File: src/rtl/adc_stream_reader.sv
// SAR ADC sample reader: captures conversions into a small FIFO
// and streams them to a host through a mode-0 SPI responder.
module adc_stream_reader #(
  parameter int DW    = 8,
  parameter int DEPTH = 4
) (
  input  logic          clk,
  input  logic          rst_n,
  input  logic          en,
  input  logic          adc_done,
  input  logic [DW-1:0] adc_data,
  input  logic          spi_csn,
  input  logic          spi_sclk,
  output logic          spi_miso,
  output logic          spi_miso_oe,
  output logic [2:0]    fifo_count,
  output logic          overflow
);

  localparam int AW = $clog2(DEPTH);
  localparam int CW = $clog2(DEPTH + 1);

  typedef enum logic [1:0] {
    IDLE,
    LOAD,
    SHIFT,
    DONE
  } state_e;

  // [0],[1] synchronize; [2] is the delayed copy for edge detect
  logic [2:0] done_q;
  logic [2:0] csn_q;
  logic [2:0] sclk_q;

  always_ff @(posedge clk or negedge rst_n) begin
    if (!rst_n) begin
      done_q <= 3'b000;
      csn_q  <= 3'b111;
      sclk_q <= 3'b000;
    end else begin
      done_q <= {done_q[1:0], adc_done};
      csn_q  <= {csn_q[1:0], spi_csn};
      sclk_q <= {sclk_q[1:0], spi_sclk};
    end
  end

  logic done_rise;
  logic csn_fall;
  logic csn_rise;
  logic sclk_fall;

  assign done_rise = done_q[1] & ~done_q[2];
  assign csn_fall  = ~csn_q[1] & csn_q[2];
  assign csn_rise  = csn_q[1] & ~csn_q[2];
  assign sclk_fall = ~sclk_q[1] & sclk_q[2] & ~csn_q[1];

  state_e          state_q;
  logic [15:0]     shreg_q;
  logic [3:0]      bitcnt_q;

  logic [DW-1:0]   mem_q [DEPTH];
  logic [AW-1:0]   wptr_q, wptr_d;
  logic [AW-1:0]   rptr_q, rptr_d;
  logic [CW-1:0]   count_q, count_d;
  logic            overflow_q, overflow_d;

  logic            load;
  logic            empty;
  logic            full;
  logic            pop;
  logic            push_req;
  logic            push;
  logic            drop;
  logic [15:0]     frame;

  assign load     = (state_q == IDLE) & csn_fall;
  assign empty    = (count_q == '0);
  assign full     = (count_q == CW'(DEPTH));
  assign pop      = load & ~empty & en;
  assign push_req = done_rise & en;
  // a pop in the same cycle frees the slot, so a full FIFO still accepts
  assign push     = push_req & (~full | pop);
  assign drop     = push_req & full & ~pop;

  assign frame = {pop, overflow_q,
                  3'(count_q - CW'(pop)), 3'b000,
                  pop ? mem_q[rptr_q] : DW'(0)};

  always_comb begin
    wptr_d     = wptr_q;
    rptr_d     = rptr_q;
    count_d    = count_q;
    overflow_d = overflow_q;
    if (!en) begin
      wptr_d     = '0;
      rptr_d     = '0;
      count_d    = '0;
      overflow_d = 1'b0;
    end else begin
      if (push) wptr_d = wptr_q + AW'(1);
      if (pop)  rptr_d = rptr_q + AW'(1);
      unique case (1'b1)
        push & ~pop: count_d = count_q + CW'(1);
        pop & ~push: count_d = count_q - CW'(1);
        default:     count_d = count_q;
      endcase
      overflow_d = (overflow_q & ~load) | drop;
    end
  end

  always_ff @(posedge clk or negedge rst_n) begin
    if (!rst_n) begin
      wptr_q     <= '0;
      rptr_q     <= '0;
      count_q    <= '0;
      overflow_q <= 1'b0;
      for (int i = 0; i < DEPTH; i++) mem_q[i] <= '0;
    end else begin
      wptr_q     <= wptr_d;
      rptr_q     <= rptr_d;
      count_q    <= count_d;
      overflow_q <= overflow_d;
      if (push) mem_q[wptr_q] <= adc_data;
    end
  end

  always_ff @(posedge clk or negedge rst_n) begin
    if (!rst_n) begin
      state_q  <= IDLE;
      shreg_q  <= '0;
      bitcnt_q <= '0;
      spi_miso <= 1'b0;
    end else if (csn_rise) begin
      state_q  <= IDLE;
      spi_miso <= 1'b0;
    end else begin
      case (state_q)
        IDLE: begin
          if (load) begin
            state_q  <= LOAD;
            shreg_q  <= frame;
            spi_miso <= frame[15];
          end
        end
        LOAD: begin
          state_q  <= SHIFT;
          bitcnt_q <= '0;
        end
        SHIFT: begin
          if (sclk_fall) begin
            if (bitcnt_q == 4'd15) begin
              state_q  <= DONE;
              spi_miso <= 1'b0;
            end else begin
              shreg_q  <= {shreg_q[14:0], 1'b0};
              spi_miso <= shreg_q[14];
              bitcnt_q <= bitcnt_q + 4'd1;
            end
          end
        end
        DONE: spi_miso <= 1'b0;
        default: begin
          state_q  <= IDLE;
          spi_miso <= 1'b0;
        end
      endcase
    end
  end

  assign spi_miso_oe = ~csn_q[1];
  assign fifo_count  = 3'(count_q);
  assign overflow    = overflow_q;

endmodule
File: config.mk
export PLATFORM = sky130hd
export DESIGN_NAME = adc_stream_reader
export DESIGN_NICKNAME = d
export VERILOG_FILES = /design/src/rtl/adc_stream_reader.sv
export SDC_FILE = /design/constraint.sdc
export NUM_CORES = 1
export LEC_CHECK = 0
export BUFFER_PORTS_ARGS = -buffer_cell sky130_fd_sc_hd__buf_2
export CAP_MARGIN = 15
export CORE_AREA = 2 2 83 85
export DETAILED_ROUTE_END_ITERATION = 16
export DIE_AREA = 0 0 85 87
export MAX_ROUTING_LAYER = met4
export PLACE_DENSITY = 0.77
export SLEW_MARGIN = 10
export SYNTH_ARGS = -nofsm -noshare
export SYNTH_HDL_FRONTEND = slang
export SYNTH_SLANG_ARGS = --single-unit
File: constraint.sdc
create_clock -name clk -period 4 [get_ports clk]
set_clock_uncertainty 0.1 [all_clocks]
set_input_delay 0.2 -clock clk [delete_from_list [all_inputs] [get_ports clk]]
set_output_delay 0.2 -clock clk [all_outputs]
set_load 0.03 [all_outputs]
* Yosys cells after proc, flatten, opt, wreduce, memory -nomap -nowiden
Index checks and enable logic that the tools add are counted.
** Storage, ports and cells
- Register bits after elaboration :: 71
** Operators by class
- Add/sub/neg operators :: 6
- $lt $le $gt $ge :: 3
- Eq/ne operators :: 14
- Multiplexer cells :: 31
- Bitwise operators :: 29
- Reduce and logical (&&, ||, !) cells :: 11
** Operators with widths (count)
- $mux W15 :: 3
- $bwmux W32 :: 1
- $mux W8 :: 4
- $pmux W15 S2 :: 1
- $bmux W8 S2 :: 1
- $demux W8 S2 :: 1
- $mux W2 :: 8
- $and A1 B1 Y1 :: 15
- $not A1 Y1 :: 10
- $ne A3 B3 Y1 const B :: 3
- $mux W4 :: 2
- $pmux W4 S2 :: 1
- $reduce_and A4 Y1 :: 2
- $reduce_bool A4 Y1 :: 2
- $ge A3 B3 Y1 const B :: 2
- $ne A2 B2 Y1 const B :: 3
- $not A2 Y3 :: 2
- $pmux W2 S3 :: 1
- $pmux W3 S2 :: 1
- $mux W1 :: 5
- $reduce_and A5 Y1 :: 1
- $add A2 B1 Y2 const B :: 2
- $add A4 B1 Y4 const B :: 1
- $eq A2 B2 Y1 const B :: 2
- other kinds (17) :: 20

* Longest topological paths before layout
Gate-level depths: netlist of the first run.
- Depth in word-level cells :: 11
- Gate-level depth with buffers :: 10
- Mapped depth without buffers :: 10

* Worst setup path before layout of the first run
OpenSTA, ideal clock, no wires.
- Path type :: register to register
- Start :: register count_q[2], in the netlist fifo_count[2]
- End :: register count_q[2], in the netlist fifo_count[2]
- Setup time :: 66 ps
- Data arrival time :: 2352 ps
- Required time :: 3834 ps
- Slack :: 1482 ps
- Stages on the path, launching flop included :: 8
- Cell sequence :: dfrtp_1 -> clkbuf_2 -> nor3_1 -> nor3_1 -> fa_1 -> or4_1 -> a21oi_1 -> o31a_1
** On the way
- Word-level cells in the longest chain between the ends :: 10
- Elaborated cells on any way between the ends :: 17
- Those cells by class :: 2 x add/sub; 2 x eq/ne; 2 x mux; 10 x bitwise; 1 x reduce/logical
** RTL lines
- from (decl) :: line 64 : logic [CW-1:0] count_q, count_d;
- from (signal assigned) :: line 121 : count_q <= count_d;
- $logic_not A3 Y1 :: line 77 : assign empty = (count_q == '0);
- $not A1 Y1 :: line 79 : assign pop = load & ~empty & en;
- $and A1 B1 Y1 (2 in series) :: line 79
- $or A1 B1 Y1 :: line 82 : assign push = push_req & (~full | pop);
- $and A1 B1 Y1 :: line 82
- $not A1 Y1 :: line 104 : pop & ~push: count_d = count_q - CW'(1);
- $and A1 B1 Y1 :: line 104
- $pmux W3 S2 :: line 102 : unique case (1'b1)
- $mux W3 :: line 94 : if (!en) begin
Several ways; a longest one is shown, not always the timed one.
A chain may end at the register's enable or synchronous reset.

* Final worst setup path of the first run
- Start :: register state_q[0]
- End :: register shreg_q[3]
** On the way
- Word-level cells in the longest chain between the ends :: 7
- Elaborated cells on any way between the ends :: 13
- Those cells by class :: 4 x eq/ne; 3 x mux; 3 x bitwise; 3 x reduce/logical
** RTL lines
- from (decl) :: line 57 : state_e state_q;
- from (signal assigned) :: line 129 : state_q <= IDLE;
- from (signal assigned) :: line 134 : state_q <= IDLE;
- from (signal assigned) :: line 140 : state_q <= LOAD;
- $logic_not A2 Y1 :: line 76, 137
- $and A1 B1 Y1 :: line 76 : assign load = (state_q == IDLE) & csn_fall;
- $and A1 B1 Y1 (2 in series) :: line 79
- $mux W8 :: line 87 : pop ? mem_q[rptr_q] : DW'(0)};
- $mux W15 :: line 139 : if (load) begin
- $pmux W15 S2 :: line 137 : case (state_q)
- to (signal assigned) :: line 141 : shreg_q <= frame;
- to (signal assigned) :: line 155 : shreg_q <= {shreg_q[14:0], 1'b0};
- to (decl) :: line 58 : logic [15:0] shreg_q;
Several ways; a longest one is shown, not always the timed one. The select of a mux whose other input is x is not followed.

==> results.py, run 1 <==
metrics = {
    "floorplanning": {
        "start_util_pct": 52.97,
        "fp.dieArea_um2": 7395,
        "die_x_um": 85,
        "fp.dieH_um": 87,
        "num_rows": 30,
        "ioPinCount": 20,
        "core_area_um2": 6569,
    },
    "drt": {
        "ant_nets": 0,
        "num_vias": 2210,
        "drc": 0,
        "post_drt_via_cell_ratio": 5.681,
        "wl_um": 6176,
        "wl_per_cell_um": 15.88,
        "first_pass_iters": 4,
        "drtIter0Drc": 79,
    },
    "critical_path": {
        "worst_path_max_delay_cell": "ha_1",
        "r2r_slack_ps": 1370,
        "r2r_cells": 6,
        "path_cells": "inv_1, ha_1, mux2_2, o2111ai_4, a221oi_1, nor2_1",
        "r2r-start": "state_q[0]",
        "crit_path_start_kind": "flip-flop",
        "worst-setup-path-type": "reg2reg",
        "endpoint_kind": "flip-flop",
        "r2r_end": "shreg_q[3]",
        "crit_fanout": 29,
        "critPathMaxStageDelay_ps": 820,
        "cp.required_ps": 4130,
        "arrival_ps": 2760,
    },
    "final_layout": {
        "filler_cell_count": 540,
        "layout.nets": 331,
        "final_common_cell": "dfrtp_1",
        "layout.cells.non_filler": 389,
        "layout_common_cells": "68 x dfrtp_1, 35 x mux2_2, 23 x nor2_1, 20 x nand2_1, 19 x buf_2",
        "utilization_pct": 58.93,
        "drive_above_1_share_pct": 29.13,
        "layout.area.seq_um2": 1780,
        "final_cell_area_um2": 3871,
        "multi_input_area_um2": 1560,
        "syn2layout_area_growth_pct": 11.25,
        "diodes": 0,
    },
    "yosys": {
        "syn_nets": 307,
        "async_flop_share_pct": 100.0,
        "yosysWarnings": 0,
        "synth_area_per_cell_um2": 12.43,
        "synth.ff_latch_count": 71,
        "synth-main-ff-cell": "dfrtp_1",
        "synth_top_area_share_pct": 48.90,
        "synth_area_um2": 3480,
        "yosys.area.top_type": "dfrtp_1",
        "yosysSeqAreaShare_pct": 51.17,
        "synth-edff-count": 0,
        "synthTopCellsByArea": "dfrtp_1 49%, mux2_2 11%, mux4_2 5.2%, ha_1 4.3%, nor2_1 2.5%",
        "synthCells": 280,
        "synthDistinctLibCells": 50,
    },
    "place": {
        "hpwl_um": 4170,
        "gp_congestion": 0.7831,
        "dpl_cell_area_um2": 3588,
        "io_buffers": 19,
        "dp_slack_ps": 1380,
        "place_inst": 367,
    },
    "clocking": {
        "numCtsBuffers": 9,
        "cts_tree": "done",
        "clockBufferDepth": 2,
        "cts_setup_buffers": 0,
        "cts-htree-levels": 3,
        "cts.sinks": 71,
        "cts-root-buf": "clkbuf_8",
        "clock_latency_ps": 350,
        "path_clk_slew_ps": 80,
    },
    "timing": {
        "setup_tns_ps": 0,
        "worstMarginPinSlew_ps": 990.7,
        "rsz0062_at_grt": "false",
        "slew_violations": 0,
        "finalCriticalPeriod_ps": 2633,
        "min_period_over_period_pct": 65.83,
        "worst_hold_slack_ps": 20.96,
        "timing.fmax_ghz": 0.3797,
        "setup_violations": 0,
        "maxSlewHeadroom_pct": 33.96,
        "finalHoldViolCount": 0,
        "fin_ws_ps": 1367,
    },
    "global_route": {
        "grt_pass1_vias": 2241,
        "use_met1_pct": 22.57,
        "global_route.usage.met2_pct": 31.61,
        "met3_usage_pct": 6.635,
        "global_route.overflow_total": 0,
        "grt_max_degree": 50,
        "grt_usage_pct": 19.26,
        "grt_pass1_wl_um": 10720,
        "busiest_layer": "met2",
        "antenna_found_initial": 0,
    },
    "min_path": {
        "holdPathEnd": "mem_q[28]",
        "holdPathStages": 2,
        "hp-start": "adc_data[4]",
        "hold_path_class": "in2reg",
    },
    "job": {
        "cap_violations": 0,
    },
    "pwr": {
        "vdd_drop_max_uv": 360.2,
        "power_density_nw_per_um2": 594.6,
        "static-leakage-power_nw": 1.792,
        "power_mw": 2.302,
    },
    "run_status": {
        "status": "finished clean",
    },
}
## per-layer routing
layer / wire [µm] / vias up
li1: - / 1050
met1: 2719 / 1113
met4: 40 / 0
met3: 266 / 5
met5: 0 / -
met2: 3149 / 42
## cells in the mapped netlist, drive strengths merged, types with 7 or more instances
cell type,n
o21ai,8
buf,11
nand2,20
dfrtp,68
ha,12
mux2,35
a221oi,8
mux4,8
nor2,24
inv,12
a21oi,7
## worst max-delay path: cells and delay by family (launching register included)
kind / cells / cell delay, ps
adder cells (fa/ha/maj): 1 / 820
AO/OA/AOI/OAI: 2 / 610
flip-flops: 1 / 430
multiplexers: 1 / 350
buffers and inverters: 1 / 100
AND/OR/NAND/NOR: 1 / 90
## what timing repair did
| action | 4_1_cts | 5_1_grt |
|---|---|---|
| endpoints found under the hold margin | 53 | 0 |
| endpoints found under the setup margin | 0 | 0 |
| hold buffers | 5 | 0 |
| resized for setup | 0 | 0 |
## where the power goes
group | total (mW) | leakage [nW] | internal, mW | switching [mW]
Combinational | 0.694 | 0.776 | 0.318 | 0.376
Sequential | 1.01 | 0.911 | 0.887 | 0.120
Clock | 0.601 | 0.105 | 0.314 | 0.286
Total | 2.30 | 1.79 | 1.52 | 0.782
## cell type report
| cell class | instances | share of cell area, % |
|---|---|---|
| Sequential cell | 71 | 45.99 |
| Inverter | 12 | 1.164 |
| Tap cell | 80 | 2.586 |
| Multi-Input combinational cell | 184 | 40.30 |
| Clock buffer | 10 | 3.555 |
| Timing Repair Buffer | 26 | 4.460 |
| Clock inverter | 6 | 1.939 |
## registers in the layout, summed over array words and instances, names as in the netlist
signal / cells
rptr_q: 2
overflow: 1
state_q: 2
bitcnt_q: 4
mem_q: 32
sclk_q: 3
csn_q: 3
spi_miso: 1
fifo_count: 3
done_q: 3
shreg_q: 15
wptr_q: 2
## logic make-up (layout without fill, tap and decap cells)
logic type / after synthesis / count (layout) / synth area share (%)
xor+xnor: 3 / 3 / 0.7553
fa+ha+maj: 13 / 13 / 4.890
mux: 49 / 49 / 18.23
buf+inv: 25 / 54 / 3.991
flops: 71 / 71 / 51.17
compound gates: 42 / 42 / 9.530
simple gates: 77 / 77 / 11.43
## worst max path at each step
stage	end	slack, ps	cells past startpoint	start
floorplan	fifo_count[2]	1480	7	fifo_count[2]
global route	shreg_q[3]	1090	6	state_q[0]
detailed placement	shreg_q[3]	1380	6	state_q[0]
CTS	shreg_q[3]	1360	6	state_q[0]
finish	shreg_q[3]	1370	6	state_q[0]
global placement	fifo_count[2]	1470	6	fifo_count[2]
Power figures use the tool's default switching activity.
==> inputs of run 2 (changes only) <==
--- a/config.mk
+++ b/config.mk
@@ -5,13 +5,14 @@
 export SDC_FILE = /design/constraint.sdc
 export NUM_CORES = 1
 export LEC_CHECK = 0
+export ABC_AREA = 1
 export BUFFER_PORTS_ARGS = -buffer_cell sky130_fd_sc_hd__buf_2
 export CAP_MARGIN = 15
-export CORE_AREA = 2 2 83 85
+export CORE_AREA = 2 2 84 86
 export DETAILED_ROUTE_END_ITERATION = 16
-export DIE_AREA = 0 0 85 87
+export DIE_AREA = 0 0 86 88
 export MAX_ROUTING_LAYER = met4
-export PLACE_DENSITY = 0.77
+export PLACE_DENSITY = 0.79
 export SLEW_MARGIN = 10
 export SYNTH_ARGS = -nofsm -noshare
 export SYNTH_HDL_FRONTEND = slang
==> constraint.sdc (replaced) <==
create_clock -name clk -period 2.4 [get_ports clk]
set_clock_uncertainty 0.1 [all_clocks]
set_input_delay 0.12 -clock clk [delete_from_list [all_inputs] [get_ports clk]]
set_output_delay 0.12 -clock clk [all_outputs]
set_load 0.03 [all_outputs]
==> results.py, run 2 <==
metrics = {
    "run_status": {
        "status": "finished clean",
    },
    "final_layout": {
        "diodes": 0,
        "drive_above_1_share_pct": 12.98,
        "layout.nets": 469,
        "syn2layout_area_growth_pct": 14.06,
        "top_register": "mem_q",
        "largest_registers": "mem_q x32, shreg_q x15, bitcnt_q x4",
        "largest_register_ffs": 32,
        "final_common_cell": "nand2_1",
        "layout_common_cells": "107 x nand2_1, 68 x dfrtp_1, 60 x o21ai_0, 41 x inv_1, 24 x nor2_1",
    },
    "global_route": {
        "global_route.overflow_total": 0,
        "grt_max_degree": 48,
        "grt_pass1_wl_um": 11940,
        "grt_usage_pct": 20.96,
        "grt_pass1_vias": 2583,
        "antenna_found_initial": 0,
    },
    "critical_path": {
        "crit_fanout": 5,
        "endpoint_kind": "flip-flop",
        "worst-setup-path-type": "reg2reg",
        "crit_path_start_kind": "flip-flop",
        "cp.required_ps": 2540,
        "r2r_slack_ps": 260,
        "r2r_cells": 13,
        "arrival_ps": 2280,
    },
    "clocking": {
        "path_clk_slew_ps": 80,
        "clock_latency_ps": 350,
        "cts.sinks": 71,
        "clockBufferDepth": 2,
        "cts.repair.resized": 0,
        "cts-htree-levels": 3,
        "cts-root-buf": "clkbuf_8",
        "cts_tree": "done",
        "numCtsBuffers": 9,
    },
    "timing": {
        "worstMarginPinSlew_ps": 591.0,
        "slew_violations": 0,
        "maxSlewHeadroom_pct": 60.60,
        "setup_tns_ps": 0,
        "fin_ws_ps": 260.5,
        "finalHoldViolCount": 0,
        "min_period_over_period_pct": 89.15,
        "setup_violations": 0,
        "rsz0062_at_grt": "false",
        "finalCriticalPeriod_ps": 2140,
        "timing.fmax_ghz": 0.4674,
    },
    "yosys": {
        "synthCells": 408,
        "yosysMostFrequentCell": "nand2_1",
        "synth_common_cells": "107 x nand2_1, 68 x dfrtp_1, 60 x o21ai_0",
        "yosysSeqAreaShare_pct": 50.53,
        "synth-edff-count": 0,
        "syn_nets": 435,
        "synth_area_um2": 3523,
        "synth_top_area_share_pct": 48.30,
        "async_flop_share_pct": 100.0,
        "synth-main-ff-cell": "dfrtp_1",
        "yosys.area.top_type": "dfrtp_1",
        "synthDistinctLibCells": 32,
        "synthTopCellsByArea": "dfrtp_1 48%, nand2_1 11%, o21ai_0 8.5%, inv_1 4.4%, ha_1 4.3%",
        "yosysWarnings": 0,
        "synth_area_per_cell_um2": 8.636,
        "synth.ff_latch_count": 71,
    },
    "pwr": {
        "power_density_nw_per_um2": 980.9,
        "p_sw_mw": 1.404,
        "static-leakage-power_nw": 1.994,
        "vdd_drop_max_uv": 424.8,
        "power_frac_seq_pct": 43.3,
        "power_frac_comb_pct": 30.4,
        "p_int_mw": 2.538,
        "pwr-share-clk_pct": 26.4,
        "swShare_pct": 35.62,
    },
    "floorplanning": {
        "fp.dieH_um": 88,
        "ioPinCount": 20,
        "fp.dieArea_um2": 7568,
        "num_rows": 30,
        "start_util_pct": 53.03,
        "die_x_um": 86,
        "core_area_um2": 6644,
    },
    "place": {
        "dp_slack_ps": 281.8,
        "gp_congestion": 0.8530,
        "io_buffers": 19,
        "hpwl_um": 4793,
    },
    "min_path": {
        "holdPathStages": 3,
        "hold_path_class": "in2reg",
    },
    "drt": {
        "wl_um": 7103,
        "drc": 0,
        "post_drt_via_cell_ratio": 5.288,
        "first_pass_iters": 4,
        "drtIter0Drc": 147,
        "num_vias": 2787,
        "ant_nets": 0,
        "wl_per_cell_um": 13.48,
    },
    "job": {
        "cap_violations": 0,
    },
}
run 2: cells by family after synthesis:
family,synth area share (%)
buf+inv,7.173
fa+ha+maj,4.829
compound gates,14.74
flops,50.53
xor+xnor,0.2486
simple gates,22.48
run 2: worst paths after layout:
path	endpoint	startpoint
min	rptr_q[1]	en
max reg2reg	fifo_count[2]	state_q[0]
min in group asynchronous	spi_miso	rst_n
max	fifo_count[2]	state_q[0]
min reg2reg	done_q[1]	done_q[0]
max in group asynchronous	csn_q[0]	rst_n
run 2: critical path, cell delays in order (launching register included):
cell and delay (ps):
dfrtp_1 430, inv_1 90, ha_1 230, inv_1 130, nor2_4 80, nand4_1 90, inv_1 60, fa_1 370
xnor2_1 210, nand2_1 70, nand2_1 50, nor2_1 40, nand2_1 50, nand2_1 40
run 2: final cells by class:
cell class	instances	area, µm²
fill	547	2625
sequential	71	1780
multi-input combinational	280	1490
timing repair buffer	37	272.8
inverter	43	161.4
clock buffer	10	127.6
tap	80	100.1
clock inverter	6	86.33
run 2: routing by layer:
metal | part of all wire, % | up-vias | global-route usage [%]
li1 | - | 1399 | -
met1 | 46 | 1332 | 26.53
met2 | 49 | 44 | 33.19
met3 | 3.0 | 12 | 3.487
met4 | 1.9 | 0 | 9.524
met5 | 0 | - | -
run 2: power groups by stage:
stage                     sequential (mW)  combinational, mW  clock (mW)
after floorplan                      1.72              0.867           0
after global placement               1.71               1.13           0
after detailed placement             1.73               1.18           0
after CTS                            1.71               1.20        1.06
after global routing                 1.74               1.37        1.11
final                                1.71               1.20        1.04
run 2: repair_timing:
item                                   in CTS  in global routing
endpoints found under the hold margin      59                  0
buffers inserted                            0                  0
hold buffers                               12                  0
run 2: per-stage QoR:
| stage | cells | total power, mW | instance area (µm²) | utilization [%] | hold WS, ps |
|---|---|---|---|---|---|
| 6_report | 527 | 3.942 | 4019 | 60.49 | 44.18 |
| 5_1_grt | 527 | 4.219 | 4019 | 60.49 | 47.97 |
| 4_1_cts | 527 | 3.974 | 4019 | 60.49 | 33.18 |
| 3_5_place_dp | 499 | 2.910 | 3685 | 55.46 | 60.81 |
| 3_3_place_gp | 499 | 2.836 | 3685 | 55.46 | 49.74 |
| 2_1_floorplan | 408 | 2.585 | 3523 | - | -275.6 |
==> inputs of run 3 (changes only) <==
--- a/config.mk
+++ b/config.mk
@@ -5,12 +5,11 @@
 export SDC_FILE = /design/constraint.sdc
 export NUM_CORES = 1
 export LEC_CHECK = 0
-export ABC_AREA = 1
 export BUFFER_PORTS_ARGS = -buffer_cell sky130_fd_sc_hd__buf_2
 export CAP_MARGIN = 15
-export CORE_AREA = 2 2 84 86
+export CORE_AREA = 2 2 83 85
 export DETAILED_ROUTE_END_ITERATION = 16
-export DIE_AREA = 0 0 86 88
+export DIE_AREA = 0 0 85 87
 export MAX_ROUTING_LAYER = met4
 export PLACE_DENSITY = 0.79
 export SLEW_MARGIN = 10
==> results.py, run 3 (synthesis gave the netlist of run 1 again) <==
metrics = {
    "critical_path": {
        "critPathMaxStageDelay_ps": 530,
        "crit_path_start_kind": "flip-flop",
        "path_buf_inv": 1,
        "arrival_ps": 2450,
        "path_cells": "inv_1, ha_1, nand4b_4, nor3_1, fa_2, or4_1, a21oi_1, o31a_1",
        "r2r_cells": 8,
        "cp_top_family": "simple AND/OR/NAND/NOR gates",
        "endpoint_kind": "flip-flop",
        "cp.required_ps": 2580,
        "worst-setup-path-type": "reg2reg",
        "worst_path_max_delay_cell": "or4_1",
        "crit_fanout": 4,
        "path_depth": 8,
    },
    "timing": {
        "min_period_over_period_pct": 94.44,
        "fin_ws_ps": 133.5,
        "maxSlewHeadroom_pct": 56.14,
        "worstMarginPinSlew_ps": 657.9,
        "rsz0062_at_grt": "false",
        "slew_violations": 0,
        "setup_tns_ps": 0,
        "finalCriticalPeriod_ps": 2267,
        "finalHoldViolCount": 0,
        "worst_hold_slack_ps": 91.63,
        "setup_violations": 0,
        "timing.fmax_ghz": 0.4412,
    },
    "final_layout": {
        "utilization_pct": 62.48,
        "filler_cell_count": 492,
        "drive_above_1_share_pct": 31.91,
        "layout.cells.non_filler": 409,
        "largest_registers": "mem_q x32, shreg_q x15, bitcnt_q x4",
        "final_common_cell": "dfrtp_1",
        "largest_register_ffs": 32,
        "syn2layout_area_growth_pct": 17.94,
        "top_register": "mem_q",
        "final_cell_area_um2": 4104,
        "layout.nets": 352,
        "layout_common_cells": "67 x dfrtp_1, 35 x mux2_2, 23 x nor2_1, 20 x nand2_1, 19 x buf_2",
        "diodes": 0,
    },
    "drt": {
        "num_vias": 2295,
        "drtIter0Drc": 141,
        "drc": 0,
        "wl_per_cell_um": 15.76,
        "wl_um": 6446,
        "post_drt_via_cell_ratio": 5.611,
        "ant_nets": 0,
        "first_pass_iters": 4,
    },
    "clocking": {
        "clockBufferDepth": 2,
        "cts-htree-levels": 3,
        "numCtsBuffers": 9,
        "cts.sinks": 71,
        "cts-root-buf": "clkbuf_8",
        "clock_latency_ps": 350,
        "cts_tree": "done",
        "path_clk_slew_ps": 80,
    },
    "pwr": {
        "power_density_nw_per_um2": 969.9,
        "power_mw": 3.980,
        "power_frac_seq_pct": 41.5,
        "vdd_drop_max_uv": 752.7,
        "static-leakage-power_nw": 1.896,
        "p_int_mw": 2.681,
        "p_sw_mw": 1.300,
        "swShare_pct": 32.65,
        "pwr-share-clk_pct": 25.6,
        "power_frac_comb_pct": 32.9,
    },
    "place": {
        "io_buffers": 19,
        "dpl_cell_area_um2": 3761,
        "gp_congestion": 0.7815,
        "dp_slack_ps": 57.06,
        "hpwl_um": 4423,
        "place_inst": 381,
    },
    "floorplanning": {
        "fp.dieH_um": 87,
        "start_util_pct": 52.97,
        "die_x_um": 85,
        "num_rows": 30,
        "fp.dieArea_um2": 7395,
        "ioPinCount": 20,
        "core_area_um2": 6569,
    },
    "run_status": {
        "status": "finished clean",
    },
    "global_route": {
        "grt_usage_pct": 19.76,
        "global_route.overflow_total": 0,
        "grt_pass1_vias": 2353,
        "grt_max_degree": 45,
        "antenna_found_initial": 0,
        "grt_pass1_wl_um": 11050,
    },
    "min_path": {
        "holdPathStages": 4,
        "hold_path_class": "in2reg",
    },
    "job": {
        "cap_violations": 0,
    },
}
run 3: cell count changes in the layout (fill, tap and decap cells not counted), moves of 9 or more:
cell     delta
mux2_2     +35
inv_1      -29
o21ai_0    -52
a21oi_1     -9
nand2_1    -87
nand3_1    -15
run 3: path summary, 6_finish.rpt:
check,from,end,slack [ps]
worst max-delay path,state_q[1],fifo_count[2],130
max in group asynchronous,rst_n,csn_q[2],1260
worst min-delay path,en,overflow,90
worst min register to register,sclk_q[0],sclk_q[1],250
min in group asynchronous,rst_n,fifo_count[2],250
worst max register to register,state_q[1],fifo_count[2],130
run 3: cell type report:
cell class                 instances  area, µm²  area share (%)
tap                               80      100.1           2.439
sequential                        71       1782           43.41
inverter                          12      45.04           1.098
clock buffer                      10      127.6           3.110
clock inverter                     5      83.83           2.043
timing repair buffer              47      397.9           9.695
multi-input combinational        184       1568           38.20
run 3: power by group through the flow:
| stage | combinational (mW) | clock (mW) | sequential (mW) |
|---|---|---|---|
| after global routing | 1.46 | 1.10 | 1.68 |
| after detailed placement | 1.28 | 0 | 1.67 |
| after floorplan | 0.920 | 0 | 1.67 |
| after global placement | 1.24 | 0 | 1.64 |
| final | 1.31 | 1.02 | 1.65 |
| after CTS | 1.30 | 1.05 | 1.65 |
run 3: metal layers:
layer	vias up	wire length (µm)	GRT usage (%)	share of wire, %
met4	0	82	5.483	1.3
met1	1159	3012	25.70	47
met2	40	3126	30.68	48
met3	8	223	5.687	3.5
li1	1088	-	-	-
met5	-	0	-	0
run 3: what timing repair did:
action,CTS,global route
endpoints found under the hold margin,62,0
resized for setup,0,2
buffers inserted,0,1
hold buffers,12,0
endpoints found under the setup margin,0,1
run 3: worst min-delay path: cells and delay by family:
kind          cells  cell delay, ps
buf+inv           2             280
simple gates      2             100
